## config.mk

```make
export PLATFORM = sky130hd
export DESIGN_NAME = uart_rx_vote_sampler
export DESIGN_NICKNAME = d
export VERILOG_FILES = /design/src/rtl/uart_rx_vote_sampler.sv
export SDC_FILE = /design/constraint.sdc
export NUM_CORES = 1
export LEC_CHECK = 0
export BUFFER_PORTS_ARGS = -buffer_cell sky130_fd_sc_hd__buf_2
export CAP_MARGIN = 20
export CORE_MARGIN = 2
export CORE_UTILIZATION = 45
export DETAILED_ROUTE_END_ITERATION = 7
export PLACE_DENSITY = 0.64
export SYNTH_ARGS = -nofsm -noshare
export SYNTH_HDL_FRONTEND = slang
export SYNTH_SLANG_ARGS = --single-unit
export TNS_END_PERCENT = 100
```

## constraint.sdc

```tcl
create_clock -name clk -period 2.2 [get_ports clk]
set_input_delay 0.44 -clock clk [delete_from_list [all_inputs] [get_ports clk]]
set_output_delay 0.44 -clock clk [all_outputs]
set_load 0.03 [all_outputs]
```

## src/rtl/uart_rx_vote_sampler.sv

```systemverilog
// uart_rx_vote_sampler
//   UART receive front end. The serial line is synchronised and oversampled.
//   Three mid-bit samples per bit are presented on smp_o to an external
//   3-input majority voter, and its vote (maj_i) is consumed one tick later.
//   Start, data (LSB first), optional parity and stop bits are assembled into
//   a byte, with framing and parity checks.
//
//   Optional feature: define UART_RX_PARITY_EN to insert an even-parity bit
//   between the data and stop bits. Without it, par_err is tied to 0.
//
// Ports
//   clk        rising-edge clock
//   rst_n      asynchronous active-low reset
//   tick       oversample enable, OVS ticks per bit period
//   rxd        raw serial line, idle high, asynchronous to clk
//   smp_o      samples to the voter, [2]=oldest, [0]=newest
//   maj_i      voter result for smp_o (combinational, same cycle)
//   data_o     last good byte, held until the next good frame
//   valid_o    1-cycle pulse when data_o is updated
//   frame_err  1-cycle pulse when the stop vote was 0
//   par_err    1-cycle pulse on parity mismatch (parity build only)
//   busy       high whenever a frame is in progress
module uart_rx_vote_sampler #(
  parameter int OVS       = 16,
  parameter int DATA_BITS = 8
) (
  input  logic                 clk,
  input  logic                 rst_n,
  input  logic                 tick,
  input  logic                 rxd,
  output logic [2:0]           smp_o,
  input  logic                 maj_i,
  output logic [DATA_BITS-1:0] data_o,
  output logic                 valid_o,
  output logic                 frame_err,
  output logic                 par_err,
  output logic                 busy
);

  localparam int CW = $clog2(OVS);
  localparam int BW = $clog2(DATA_BITS + 1);
  localparam int C  = OVS / 2;

  localparam logic [CW-1:0] CAP_LO  = CW'(C - 1);
  localparam logic [CW-1:0] CAP_MID = CW'(C);
  localparam logic [CW-1:0] CAP_HI  = CW'(C + 1);
  localparam logic [CW-1:0] VOTE_PT = CW'(C + 2);
  localparam logic [CW-1:0] CNT_MAX = CW'(OVS - 1);
  localparam logic [BW-1:0] BIT_END = BW'(DATA_BITS);

  typedef enum logic [2:0] {
    IDLE,
    START,
    DATA,
    PARITY,
    STOP
  } state_t;

  state_t               state_q, state_d;
  logic                 sync1_q, rxs_q, rxs_prev_q;
  logic [CW-1:0]        cnt_q, cnt_d;
  logic [2:0]           smp_q, smp_d;
  logic [DATA_BITS-1:0] shreg_q, shreg_d;
  logic [BW-1:0]        bitcnt_q, bitcnt_d;
  logic [DATA_BITS-1:0] data_q, data_d;
  logic                 valid_q, valid_d;
  logic                 ferr_q, ferr_d;
  logic                 in_frame, capture, vote, bit_end;
`ifdef UART_RX_PARITY_EN
  logic                 par_flag_q, par_flag_d;
  logic                 perr_q, perr_d;
`endif

  // Two-flop synchroniser, preset to idle level. rxs_prev_q keeps the value
  // seen at the previous tick so the start edge is judged on tick boundaries.
  always_ff @(posedge clk or negedge rst_n) begin
    if (!rst_n) begin
      sync1_q    <= 1'b1;
      rxs_q      <= 1'b1;
      rxs_prev_q <= 1'b1;
    end else begin
      sync1_q <= rxd;
      rxs_q   <= sync1_q;
      if (tick) rxs_prev_q <= rxs_q;
    end
  end

  always_ff @(posedge clk or negedge rst_n) begin
    if (!rst_n) begin
      state_q  <= IDLE;
      cnt_q    <= '0;
      smp_q    <= '1;
      shreg_q  <= '0;
      bitcnt_q <= '0;
      data_q   <= '0;
      valid_q  <= 1'b0;
      ferr_q   <= 1'b0;
    end else begin
      state_q  <= state_d;
      cnt_q    <= cnt_d;
      smp_q    <= smp_d;
      shreg_q  <= shreg_d;
      bitcnt_q <= bitcnt_d;
      data_q   <= data_d;
      valid_q  <= valid_d;
      ferr_q   <= ferr_d;
    end
  end

`ifdef UART_RX_PARITY_EN
  always_ff @(posedge clk or negedge rst_n) begin
    if (!rst_n) begin
      par_flag_q <= 1'b0;
      perr_q     <= 1'b0;
    end else begin
      par_flag_q <= par_flag_d;
      perr_q     <= perr_d;
    end
  end
`endif

  always_comb begin
    in_frame = (state_q != IDLE);
    capture  = tick && in_frame &&
               ((cnt_q == CAP_LO) || (cnt_q == CAP_MID) || (cnt_q == CAP_HI));
    // smp_o has been stable since the last capture, so maj_i is settled here.
    vote     = tick && in_frame && (cnt_q == VOTE_PT);
    bit_end  = tick && (cnt_q == CNT_MAX);
  end

  always_comb begin
    state_d  = state_q;
    cnt_d    = cnt_q;
    smp_d    = smp_q;
    shreg_d  = shreg_q;
    bitcnt_d = bitcnt_q;
    data_d   = data_q;
    valid_d  = 1'b0;
    ferr_d   = 1'b0;
`ifdef UART_RX_PARITY_EN
    par_flag_d = par_flag_q;
    perr_d     = 1'b0;
`endif

    if (capture) smp_d = {smp_q[1:0], rxs_q};
    if (tick && in_frame) cnt_d = (cnt_q == CNT_MAX) ? '0 : cnt_q + CW'(1);

    case (state_q)
      IDLE: begin
        cnt_d = '0;
        if (tick && rxs_prev_q && !rxs_q) begin
          state_d  = START;
          bitcnt_d = '0;
`ifdef UART_RX_PARITY_EN
          par_flag_d = 1'b0;
`endif
        end
      end
      START: begin
        if (vote && maj_i) begin
          state_d = IDLE;
          cnt_d   = '0;
          smp_d   = '1;
        end else if (bit_end) begin
          state_d = DATA;
        end
      end
      DATA: begin
        if (vote) begin
          shreg_d  = {maj_i, shreg_q[DATA_BITS-1:1]};
          bitcnt_d = bitcnt_q + BW'(1);
        end
        // bitcnt_q already includes this bit's vote by the end of the bit.
        if (bit_end && (bitcnt_q == BIT_END)) begin
`ifdef UART_RX_PARITY_EN
          state_d = PARITY;
`else
          state_d = STOP;
`endif
        end
      end
`ifdef UART_RX_PARITY_EN
      PARITY: begin
        if (vote && (maj_i != ^shreg_q)) par_flag_d = 1'b1;
        if (bit_end) state_d = STOP;
      end
`endif
      STOP: begin
        // Leave half a bit early so a back-to-back start edge is not missed.
        if (vote) begin
          state_d = IDLE;
          cnt_d   = '0;
          smp_d   = '1;
          if (!maj_i) begin
            ferr_d = 1'b1;
`ifdef UART_RX_PARITY_EN
          end else if (par_flag_q) begin
            perr_d = 1'b1;
`endif
          end else begin
            data_d  = shreg_q;
            valid_d = 1'b1;
          end
        end
      end
      default: begin
        state_d = IDLE;
        cnt_d   = '0;
        smp_d   = '1;
      end
    endcase
  end

  assign smp_o     = smp_q;
  assign data_o    = data_q;
  assign valid_o   = valid_q;
  assign frame_err = ferr_q;
  assign busy      = (state_q != IDLE);
`ifdef UART_RX_PARITY_EN
  assign par_err   = perr_q;
`else
  assign par_err   = 1'b0;
`endif

endmodule

```

=== Word level (Yosys, flattened, before mapping) ===
Index checks and enable logic that the tools add are counted.

* Word-level logic and storage cells: 70
* Bits in writable memories: 0
* Latch bits: 0
* Memories: 0
* Output and inout port bits: 15
* Bits of input ports: 5
* Register bits: 35
* Memory bits (read-only): 0

* $lt $le $gt $ge: 0
* Bitwise logic cells: 0
* Reduce and logical (&&, ||, !) cells: 19
* Multiply operators: 0
* Eq/ne operators: 14
* Add/subtract/negate cells: 2
* Shifts and indexed selects: 0
* Mux-type cells: 24
* Div/mod/pow operators: 0

{| class="wikitable"
|+ Operator list
! cell !! number
|-
| 3-bit 2-to-1 mux || 8
|-
| 4-bit 2-to-1 mux || 6
|-
| 4-bit equality test (second input constant) || 5
|-
| 3-bit case mux with 4 select lines || 1
|-
| 4-bit case mux with 3 select lines || 1
|-
| 3-bit case mux with 3 select lines || 1
|-
| 4-bit by 1-bit adder with 4-bit output (second input constant) || 2
|-
| 1-bit logical AND || 8
|-
| 2-bit != test (second input constant) || 4
|-
| 4-bit case mux with 2 select lines || 1
|-
| 1-bit 2-to-1 mux || 6
|-
| 3-bit AND reduction || 2
|-
| 4-bit by 3-bit equality test with 1-bit output (second input constant) || 1
|-
| 4-bit AND reduction || 1
|-
| 3-bit by 1-bit equality test with 1-bit output (second input constant) || 1
|-
| 3-bit by 2-bit equality test with 1-bit output (second input constant) || 1
|-
| 3-bit equality test (second input constant) || 1
|-
| 3-bit zero test || 1
|-
| 3-bit != test (second input constant) || 1
|-
| 3-bit nonzero test || 1
|-
| 1-bit logical OR || 2
|-
| 2-bit AND reduction || 1
|-
| 2-bit nonzero test || 1
|-
| 2-bit OR reduction || 1
|-
| 1-bit zero test || 1
|}

=== Longest topological paths before layout ===
Gate-level depths: netlist of the first run.

* Depth after elaboration: 7
* Gate-level depth with buffers: 8
* Depth with buffers taken out: 6

=== Least setup slack after synthesis of the first run ===
OpenSTA, ideal clock, no wires.

* Kind: reg2reg
* Start point: register cnt_q[0]
* End point: register shreg_q[0]
* Cell stages (with the launch flop): 8
* Library setup time: 0.125 ns
* Data arrival time: 1.462 ns
* Period minus slack after synthesis: 1.587 ns
* Path slack: 0.613 ns
* Buffers on the path: 2
* Data required time: 2.075 ns
* Cells stage by stage: dfrtp_1 -> inv_1 -> ha_1 -> and4b_1 -> buf_6 -> nand2_4 -> buf_6 -> mux2_2

* Cells in the longest elaborated chain, start to end: 3

{| class="wikitable"
|+ RTL lines
! what !! line !! source
|-
| start: declaration || 61 || <nowiki>logic [CW-1:0] cnt_q, cnt_d;</nowiki>
|-
| start signal: assignment || 100 || <nowiki>cnt_q <= cnt_d;</nowiki>
|-
| 4-bit equality test || 127 || <nowiki>vote = tick && in_frame && (cnt_q == VOTE_PT);</nowiki>
|-
| 1-bit logical AND || 127 ||
|-
| 2-bit AND reduction (no source line) || -- ||
|-
| end signal: assignment || 102 || <nowiki>shreg_q <= shreg_d;</nowiki>
|-
| end: declaration || 63 || <nowiki>logic [DATA_BITS-1:0] shreg_q, shreg_d;</nowiki>
|}

Every way passes these cells.
A chain may end at the register's enable or synchronous reset.

=== Final worst setup path of the first run ===
* Start point: register state_q[2]
* End point: output port busy

* Cells in the longest elaborated chain, start to end: 1

{| class="wikitable"
|+ RTL lines
! what !! line !! source
|-
| start: declaration || 59 || <nowiki>state_t state_q, state_d;</nowiki>
|-
| start signal: assignment || 99 || <nowiki>state_q <= state_d;</nowiki>
|-
| 3-bit nonzero test || 218 || <nowiki>assign busy = (state_q != IDLE);</nowiki>
|-
| end: declaration || 37 || <nowiki>output logic busy</nowiki>
|}

Every way passes these cells.

==> results.txt, run 1 <==
Status = finished clean
Cell Rows = 22
Kind of critical path = reg -> out
Fmax = 516 MHz
Power per Cell Area = 910 nW/um^2
Area share of the largest cell type after synthesis = 0.423
Vias = 1,116
Max stage delay on crit path = 560 ps
Most frequent cells in the layout = 29 x dfrtp_1, 18 x buf_2, 15 x nor2_1, 15 x mux2_2, 8 x nand3_1
I/O Pins = 20
Combinational group share of total power = 0.224
Yosys reg bits = 35
Routed WL = 2940 um
Worst rel slew slack = 0.500
Diode count = 0
Post-CTS setup buffer count = 0
Synth cell types = 43
# hold bufs at CTS = 0
Setup crit end kind = output pin
Hold Path Class = in -> async
Avg Inst Size Synth = 11.7 um^2
Fin. Hold Viols = 0
Worst R2R Start = cnt_q[0]$_DFF_PN0_
Clock network fraction of total power = 0.308
Maxcap violations = 0
R2R cell count = 7
Num CTS Buffers = 5
Die Area = 4330 um^2
Largest net degree at the start of global routing = 36
Sequential share of power = 0.468
Most common cell after layout, fill and taps aside = dfrtp_1
Starting Density = 0.469
Slack of the critical path = 263 ps
# fillers = 311
R2R Setup Slk = 400 ps
P_int = 1210 uW
Final core occ = 0.526
Switching share of power = 0.308
Clock Path Buffers = 2
CTS tree = yes
TNS Setup = 0 ps
Nets = 177
Antenna violations before repair = 0
Number of cells produced by synthesis = 147
CTS clk-pin slew, worst paths = 70 ps
Chip Height = 65.8 um
Routability Congestion = 0.748
Ys Warns = 0
Share of cells above drive strength 1 = 0.319
Placed cell count = 207
P_leak = 0.000935 uW
NetSw = 540 uW
DRC = 0
Wirelength per Cell = 13.7 um
Number of flops mapped to enable cells by yosys = 0
Placement Setup Slack = 403 ps
Met3 usage = 0.0377
Post-DP HPWL = 2140 um
Latest clock arrival within the worst-skew pair = 280 ps
Post-Syn Area = 1720 um^2
DR vias/cell = 5.21
CP Cell Sequence = or3_4, buf_2
Slew @ Worst Pin = 750 ps
Design Power = 1750 uW
RSZ-0062 raised after global routing = no
M2 GR Usage = 0.250
Area leader, netlist = dfrtp_1
Buf/Inv on CP = 1
Share of flip-flops with an asynchronous set or reset = 1.00
CP arrival = 1500 ps
Setup Viol. Count Final = 0
# clock sinks = 35
GR Layer Usage met1 = 0.216
Die W = 65.8 um
Final Non-Filler Cells = 214
First-pass GRT wire length = 5270 um
Slew Viols, Final = 0
CTS resizes = 0
Initial DRC Count = 68
GRT Util Overall = 0.160
Final Skew = 7.66 ps
CP max FO = 13
Stages on worst setup path = 2
Vias in the first global route = 1,142
Area Growth Syn to Fin = 12.1%
Delay-heaviest family, CP = flip-flops
Core ar. = 3660 um^2
Drt pass-1 iters = 4
Peak VDD IR = 0.471 mV
CTS Root Buffer Type = clkbuf_8
CTS H-tree lvls = 2
Reg-to-reg endpoint = cnt_q[0]$_DFF_PN0_
Final Cycle Share = 0.881
ANT nets after route = 0
Gr ovfl total = 0
Syn_nets = 158
WP data required = 1760 ps
Main synth FF type = dfrtp_1
Final min period = 1940 ps
Most used routing layer = met2
Worst setup SP type = register
Synth area leaders = dfrtp_1 42%, mux2_2 9.8%, dfstp_2 9.2%, ha_1 4.4%, nor2_1 3.3%
# port buffers = 18
Register area share after synthesis = 0.515
Slowest-stage cell, CP = dfrtp_1
==> sequential cells by signal (all words and copies together), names as in the netlist <==
| signal | cells |
|---|---|
| cnt_q | 4 |
| rxs_prev_q | 1 |
| bitcnt_q | 4 |
| data_o | 8 |
| valid_o | 1 |
| rxs_q | 1 |
| smp_o | 3 |
| sync1_q | 1 |
| state_q | 3 |
| shreg_q | 8 |
| frame_err | 1 |
==> layer usage <==
metal | vias to the layer above | wire, um
li1 | 544 | -
met3 | 2 | 94
met5 | - | 0
met1 | 552 | 1430
met2 | 18 | 1400
met4 | 0 | 17
==> layout make-up <==
class / count / area (um^2) / area share
Sequential cell: 35 / 883 / 0.459
Timing Repair Buffer: 19 / 97.6 / 0.0507
Clock inverter: 1 / 30.0 / 0.0156
Inverter: 6 / 22.5 / 0.0117
Clock buffer: 6 / 72.6 / 0.0377
Tap cell: 48 / 60.1 / 0.0312
Multi-Input combinational cell: 99 / 758 / 0.394
==> power groups by stage <==
stage / clock network [uW] / logic (uW) / registers [uW]
floorplan: 0 / 271 / 857
global placement: 0 / 384 / 823
detailed placement: 0 / 395 / 828
CTS: 558 / 396 / 820
global route: 586 / 443 / 833
finish: 539 / 393 / 819
==> synthesized netlist by cell type, drive strengths merged, types with 2 or more instances <==
cell type and count:
a21oi 4, buf 7, dfrtp 29, dfstp 6
ha 6, inv 6, mux2 16, nand2 8
nand3 8, nand4 3, nand4b 2, nor2 15
nor2b 3, nor3 3, nor3b 2, o21ai 5
xor2 4
==> cell families after synthesis <==
group / share of synthesized area
and+or+nand+nor: 0.184
DFF: 0.515
AOI/OAI and AO/OA: 0.0729
muxes: 0.107
buffers and inverters: 0.0437
adders and majority gates: 0.0496
xor gates and xnor gates: 0.0255
other: 0.00218
==> worst register-to-register path, delay by kind of cell (launching register included) <==
family                     cells  cell delay [ps]
and+or+nand+nor                3              390
AOI/OAI and AO/OA              1              380
adders and majority gates      1              150
DFF                            1              430
buffers and inverters          2              310
==> through the flow <==
step	hold slack (ps)	instance area, um^2
2_1_floorplan	144	1720
3_5_place_dp	349	1820
5_1_grt	240	1920
6_report	224	1920
3_3_place_gp	349	1820
4_1_cts	248	1920
==> how the worst max path moves through the flow <==
stage	from	to	slack, ps
after detailed placement	cnt_q[0]$_DFF_PN0_	cnt_q[0]$_DFF_PN0_	400
after global routing	state_q[2]$_DFFE_PN0P_	busy	200
after floorplan	cnt_q[0]$_DFF_PN0_	shreg_q[0]$_DFFE_PN0P_	610
after CTS	state_q[2]$_DFFE_PN0P_	busy	260
after global placement	cnt_q[0]$_DFF_PN0_	cnt_q[3]$_DFF_PN0_	490
final	state_q[2]$_DFFE_PN0P_	busy	260
No activity file was read; power rests on OpenSTA's default activity.
==> run 2: changes to the inputs <==
--- a/config.mk
+++ b/config.mk
@@ -10,6 +10,7 @@
 export CORE_MARGIN = 2
 export CORE_UTILIZATION = 45
 export DETAILED_ROUTE_END_ITERATION = 7
+export GPL_TIMING_DRIVEN = 0
 export PLACE_DENSITY = 0.64
 export SYNTH_ARGS = -nofsm -noshare
 export SYNTH_HDL_FRONTEND = slang
==> run 2 against run 1 <==
Against the previous run:
- core utilization is 1.5 points higher
- critical path type unchanged
- global-route usage increased by 1.2 points
- sequential power down 2%
==> results.txt, run 2 (synthesized netlist as in run 1, its figures left out) <==
Worst rel slew slack = 0.495 (-0.00514)
Chip Height = 65.8 um (unchanged)
Most common cell after layout, fill and taps aside = dfrtp_1
CTS Root Buffer Type = clkbuf_8
CTS H-tree lvls = 2 (unchanged)
Power per Cell Area = 914 nW/um^2 (+0.44%)
Share of cells above drive strength 1 = 0.353 (+0.0333)
Drt pass-1 iters = 4 (unchanged)
Vias = 1,153 (+3.3%)
Initial DRC Count = 111 (+63%)
Vias in the first global route = 1,179 (+3.2%)
Diode count = 0 (unchanged)
DR vias/cell = 5.22 (about the same)
R2R cell count = 7 (unchanged)
ANT nets after route = 0 (unchanged)
Antenna violations before repair = 0 (unchanged)
I/O Pins = 20 (unchanged)
Clock network fraction of total power = 0.322 (+0.014)
Slew @ Worst Pin = 758 ps (+7.71 ps)
GRT Util Overall = 0.172 (+0.0120)
Routed WL = 3060 um (+4.2%)
Area Growth Syn to Fin = 15.3%
Sequential share of power = 0.442 (-0.026)
Post-DP HPWL = 2180 um (+1.7%)
P_leak = 0.000974 uW (+4.1%)
First-pass GRT wire length = 5650 um (+7.2%)
# clock sinks = 35 (unchanged)
Slack of the critical path = 316 ps (+53.9 ps)
Worst setup SP type = register
CP arrival = 1440 ps (-60 ps)
Design Power = 1810 uW (+3.3%)
Wirelength per Cell = 13.9 um (+0.85%)
Final Skew = 4.02 ps (-3.64 ps)
Setup Viol. Count Final = 0 (unchanged)
Largest net degree at the start of global routing = 36 (unchanged)
Slew Viols, Final = 0 (unchanged)
Gr ovfl total = 0 (unchanged)
Hold Path Class = in -> async
Fin. Hold Viols = 0 (unchanged)
Switching share of power = 0.320 (+0.0116)
Kind of critical path = reg -> out
Die Area = 4330 um^2 (unchanged)
# port buffers = 18 (unchanged)
CTS tree = yes
TNS Setup = 0 ps (unchanged)
Fmax = 531 MHz (+2.9%)
Post-CTS setup buffer count = 0 (unchanged)
Nets = 183 (+3.4%)
# hold bufs at CTS = 0 (unchanged)
P_int = 1230 uW (+1.6%)
Clock Path Buffers = 2 (unchanged)
Setup crit end kind = output pin
Routability Congestion = 0.776 (+3.7%)
Core ar. = 3660 um^2 (unchanged)
CTS resizes = 0 (unchanged)
Num CTS Buffers = 5 (unchanged)
DRC = 0 (unchanged)
NetSw = 579 uW (+7.2%)
Placement Setup Slack = 422 ps (+19.3 ps)
Cell Rows = 22 (unchanged)
CTS clk-pin slew, worst paths = 70 ps (about the same)
WP data required = 1760 ps (about the same)
CP max FO = 10 (-3)
Final min period = 1880 ps (-53.9 ps)
# fillers = 330 (+6.1%)
Status = finished clean
Maxcap violations = 0 (unchanged)
Starting Density = 0.469 (unchanged)
RSZ-0062 raised after global routing = no
Die W = 65.8 um (unchanged)
Peak VDD IR = 0.399 mV (-15%)
Combinational group share of total power = 0.236 (+0.012)
Final Cycle Share = 0.856 (-0.0245)
Latest clock arrival within the worst-skew pair = 290 ps (about the same)
Most frequent cells in the layout = 29 x dfrtp_1, 21 x buf_2, 15 x nor2_1, 15 x mux2_2, 8 x nand3_1
Hold WS = 213 ps (-11.5 ps)
-- run 2: changes by cell type in the layout (fill, tap and decap cells not counted), sizes merged --
cell,delta
buf,+6
clkbuf,-1
clkinv,+2
-- run 2: final timing paths --
path                            slack, ps                endpoint                    from
worst max register to register        440      cnt_q[0]$_DFF_PN0_      cnt_q[0]$_DFF_PN0_
worst max-delay path                  320                    busy  state_q[1]$_DFFE_PN0P_
min in group clk                      250       sync1_q$_DFF_PN1_                     rxd
worst min-delay path                  210  state_q[2]$_DFFE_PN0P_                   rst_n
max in group asynchronous            1500      cnt_q[2]$_DFF_PN0_                   rst_n
worst min register to register        360         rxs_q$_DFF_PN1_       sync1_q$_DFF_PN1_
-- run 2: stage by stage --
stage | instances | utilization | area, um^2
after floorplan | 147 | - | 1720
after global placement | 213 | 0.510 | 1870
after detailed placement | 213 | 0.510 | 1870
after CTS | 221 | 0.541 | 1980
after global routing | 221 | 0.541 | 1980
final | 221 | 0.541 | 1980
-- run 2: critical path: stages (launching register included) --
cell     delay, ps
dfrtp_1        400
buf_2          180
or3_4          390
buf_2          190
-- run 2: cell type report --
| type | instances | area (um^2) | area share |
|---|---|---|---|
| tap | 48 | 60.1 | 0.0303 |
| clock inverter | 3 | 43.8 | 0.0221 |
| inverter | 6 | 22.5 | 0.0114 |
| clock buffer | 5 | 68.8 | 0.0348 |
| buffer | 7 | 52.6 | 0.0265 |
| timing repair buffer | 18 | 90.1 | 0.0455 |
| sequential | 35 | 883 | 0.446 |
| multi-input combinational | 99 | 758 | 0.383 |
-- run 2: layer usage --
layer	share of wire	track usage	vias up	wire length (um)
met4	0.012	0.0469	0	36
met5	0	0	-	0
met3	0.037	0.0531	5	112
li1	-	-	556	-
met1	0.49	0.245	575	1510
met2	0.46	0.253	17	1400
-- run 2: power groups by stage --
stage | combinational (uW) | clock [uW] | sequential, uW
detailed placement | 430 | 0 | 811
CTS | 432 | 586 | 799
global placement | 419 | 0 | 804
finish | 428 | 583 | 799
global route | 493 | 623 | 813
floorplan | 271 | 0 | 857
==> run 3: changes to the inputs <==
--- a/config.mk
+++ b/config.mk
@@ -12,6 +12,7 @@
 export DETAILED_ROUTE_END_ITERATION = 7
 export GPL_TIMING_DRIVEN = 0
 export PLACE_DENSITY = 0.64
+export REMOVE_ABC_BUFFERS = 1
 export SYNTH_ARGS = -nofsm -noshare
 export SYNTH_HDL_FRONTEND = slang
 export SYNTH_SLANG_ARGS = --single-unit
==> run 3 against run 2 <==
Against the previous run:
- first-iteration DRC count decreased by 77%
- design area decreased by 3.8%
- sequential share of layout area increased by 1.8 points
- final cell count decreased by 3.2%
- critical path depth increased by 3
- total power decreased by 7.7%
- core utilization decreased by 2.1 points
- sequential power increased by 3%
- clock power decreased by 21%
- register-to-register slack got worse by 210 ps
- maximum frequency decreased by 4.2%
- largest cell class unchanged
- largest power group unchanged
- highest routed layer unchanged
==> results.txt, run 3 (synthesized netlist as in run 1, its figures left out) <==
Status = finished clean
Peak VDD IR = 0.492 mV (+23%)
Power per Cell Area = 877 nW/um^2 (-4.1%)
Diode count = 0 (unchanged)
Worst rel slew slack = 0.497 (+0.00207)
Vias = 1,114 (-3.4%)
Worst setup SP type = register
Most used routing layer = met2
Hold WS = 217 ps (+4.28 ps)
Clock Path Buffers = 2 (unchanged)
CTS H-tree lvls = 2 (unchanged)
Die W = 65.8 um (unchanged)
GRT Util Overall = 0.157 (-0.0152)
CP arrival = 2130 ps (+690 ps)
Most frequent cells in the layout = 29 x dfrtp_1, 18 x buf_2, 15 x nor2_1, 15 x mux2_2, 8 x nand3_1
Drt pass-1 iters = 4 (unchanged)
Largest net degree at the start of global routing = 36 (unchanged)
Antenna violations before repair = 0 (unchanged)
Latest clock arrival within the worst-skew pair = 290 ps (about the same)
P_leak = 0.000918 uW (-5.7%)
# clock sinks = 35 (unchanged)
Wirelength per Cell = 13.8 um (-0.27%)
Met3 usage = 0.0548 (+0.00171)
Routability Congestion = 0.770 (-0.82%)
Cell Rows = 22 (unchanged)
Initial DRC Count = 25 (-77%)
Kind of critical path = reg -> reg
Post-DP HPWL = 2100 um (-3.8%)
Area Growth Syn to Fin = 10.9%
Slew @ Worst Pin = 755 ps (-3.10 ps)
Nets = 176 (-3.8%)
Hold Path Class = in -> async
# port buffers = 18 (unchanged)
Setup Viol. Count Final = 0 (unchanged)
Chip Height = 65.8 um (unchanged)
Setup crit end kind = register
GR Layer Usage met1 = 0.192 (-0.0533)
CTS Root Buffer Type = clkbuf_8
Slew Viols, Final = 0 (unchanged)
M2 GR Usage = 0.249 (-0.00379)
RSZ-0062 raised after global routing = no
Routed WL = 2960 um (-3.4%)
ANT nets after route = 0 (unchanged)
Vias in the first global route = 1,088 (-7.7%)
CTS clk-pin slew, worst paths = 70 ps (about the same)
Maxcap violations = 0 (unchanged)
Post-CTS setup buffer count = 0 (unchanged)
Fin. Hold Viols = 0 (unchanged)
CP max FO = 11 (+1)
Num CTS Buffers = 5 (unchanged)
CTS tree = yes
Starting Density = 0.469 (unchanged)
I/O Pins = 20 (unchanged)
Most common cell after layout, fill and taps aside = dfrtp_1
DR vias/cell = 5.21 (-0.22%)
TNS Setup = 0 ps (unchanged)
WP data required = 2360 ps (+600 ps)
DRC = 0 (unchanged)
Share of cells above drive strength 1 = 0.331 (-0.0213)
Core ar. = 3660 um^2 (unchanged)
Final Skew = 5.76 ps (+1.74 ps)
First-pass GRT wire length = 5020 um (-11%)
Gr ovfl total = 0 (unchanged)
Die Area = 4330 um^2 (unchanged)
Final min period = 1970 ps (+82.0 ps)
Final Cycle Share = 0.893 (+0.0373)
Fmax = 509 MHz (-4.2%)
-- run 3: cell count changes in the layout (fill, tap and decap cells not counted), sizes merged --
cell	delta
buf	-7
clkinvlp	+2
clkinv	-1
bufinv	-1
-- run 3: metal layers --
layer  part of all wire  vias to the layer above  routed length (um)
met3              0.046                        2                 135
met5                  0                        -                   0
li1                   -                      546                   -
met4             0.0098                        0                  29
met2               0.49                       18                1430
met1               0.46                      548                1360
-- run 3: cell type report --
type | instances | area (um^2)
clock buffers | 5 | 68.8
clock inverters | 3 | 20.0
fillers | 336 | 1760
inverters | 6 | 22.5
multi-input cells | 99 | 759
flip-flops and latches | 35 | 883
well taps | 48 | 60.1
repair buffers | 18 | 90.1
-- run 3: path summary, 6_finish.rpt --
path | start | to | slack, ps | depth (start not counted)
max | cnt_q[0]$_DFF_PN0_ | cnt_q[0]$_DFF_PN0_ | 230 | 6
min | rst_n | cnt_q[3]$_DFF_PN0_ | 220 | 1
max reg2reg | cnt_q[0]$_DFF_PN0_ | cnt_q[0]$_DFF_PN0_ | 230 | 6
min reg2reg | sync1_q$_DFF_PN1_ | rxs_q$_DFF_PN1_ | 360 | 0
max in group asynchronous | rst_n | bitcnt_q[1]$_DFFE_PN0P_ | 1500 | 1
min in group clk | rxd | sync1_q$_DFF_PN1_ | 250 | 1
-- run 3: worst max-delay path, stage by stage (launching register included) --
cell and delay [ps]:
dfrtp_1 450, inv_1 110, ha_1 150, and4b_2 420
and3b_1 230, a311oi_2 370, nor3_1 110
-- run 3: through the flow --
stage | util | total power [uW] | std cells | instance area (um^2) | worst slack [ps]
2_1_floorplan | - | 1110 | 140 | 1660 | 342
3_3_place_gp | 0.496 | 1200 | 206 | 1810 | 117
3_5_place_dp | 0.496 | 1220 | 206 | 1810 | 64.0
4_1_cts | 0.520 | 1690 | 214 | 1900 | 53.3
5_1_grt | 0.520 | 1770 | 214 | 1900 | 81.1
6_report | 0.520 | 1670 | 214 | 1900 | 234
-- run 3: power breakdown --
group / leakage (uW) / internal [uW] / switching [uW]
clock network: 0.0000402 / 220 / 241
logic: 0.000418 / 146 / 243
registers: 0.000460 / 734 / 84.8
total: 0.000918 / 1100 / 569
-- run 3: timing repair --
action / in CTS / in global routing
hold buffers: 0 / 0
hold endpoints to repair: 0 / 0
setup endpoints to repair: 0 / 4
gates resized for setup: 0 / 1
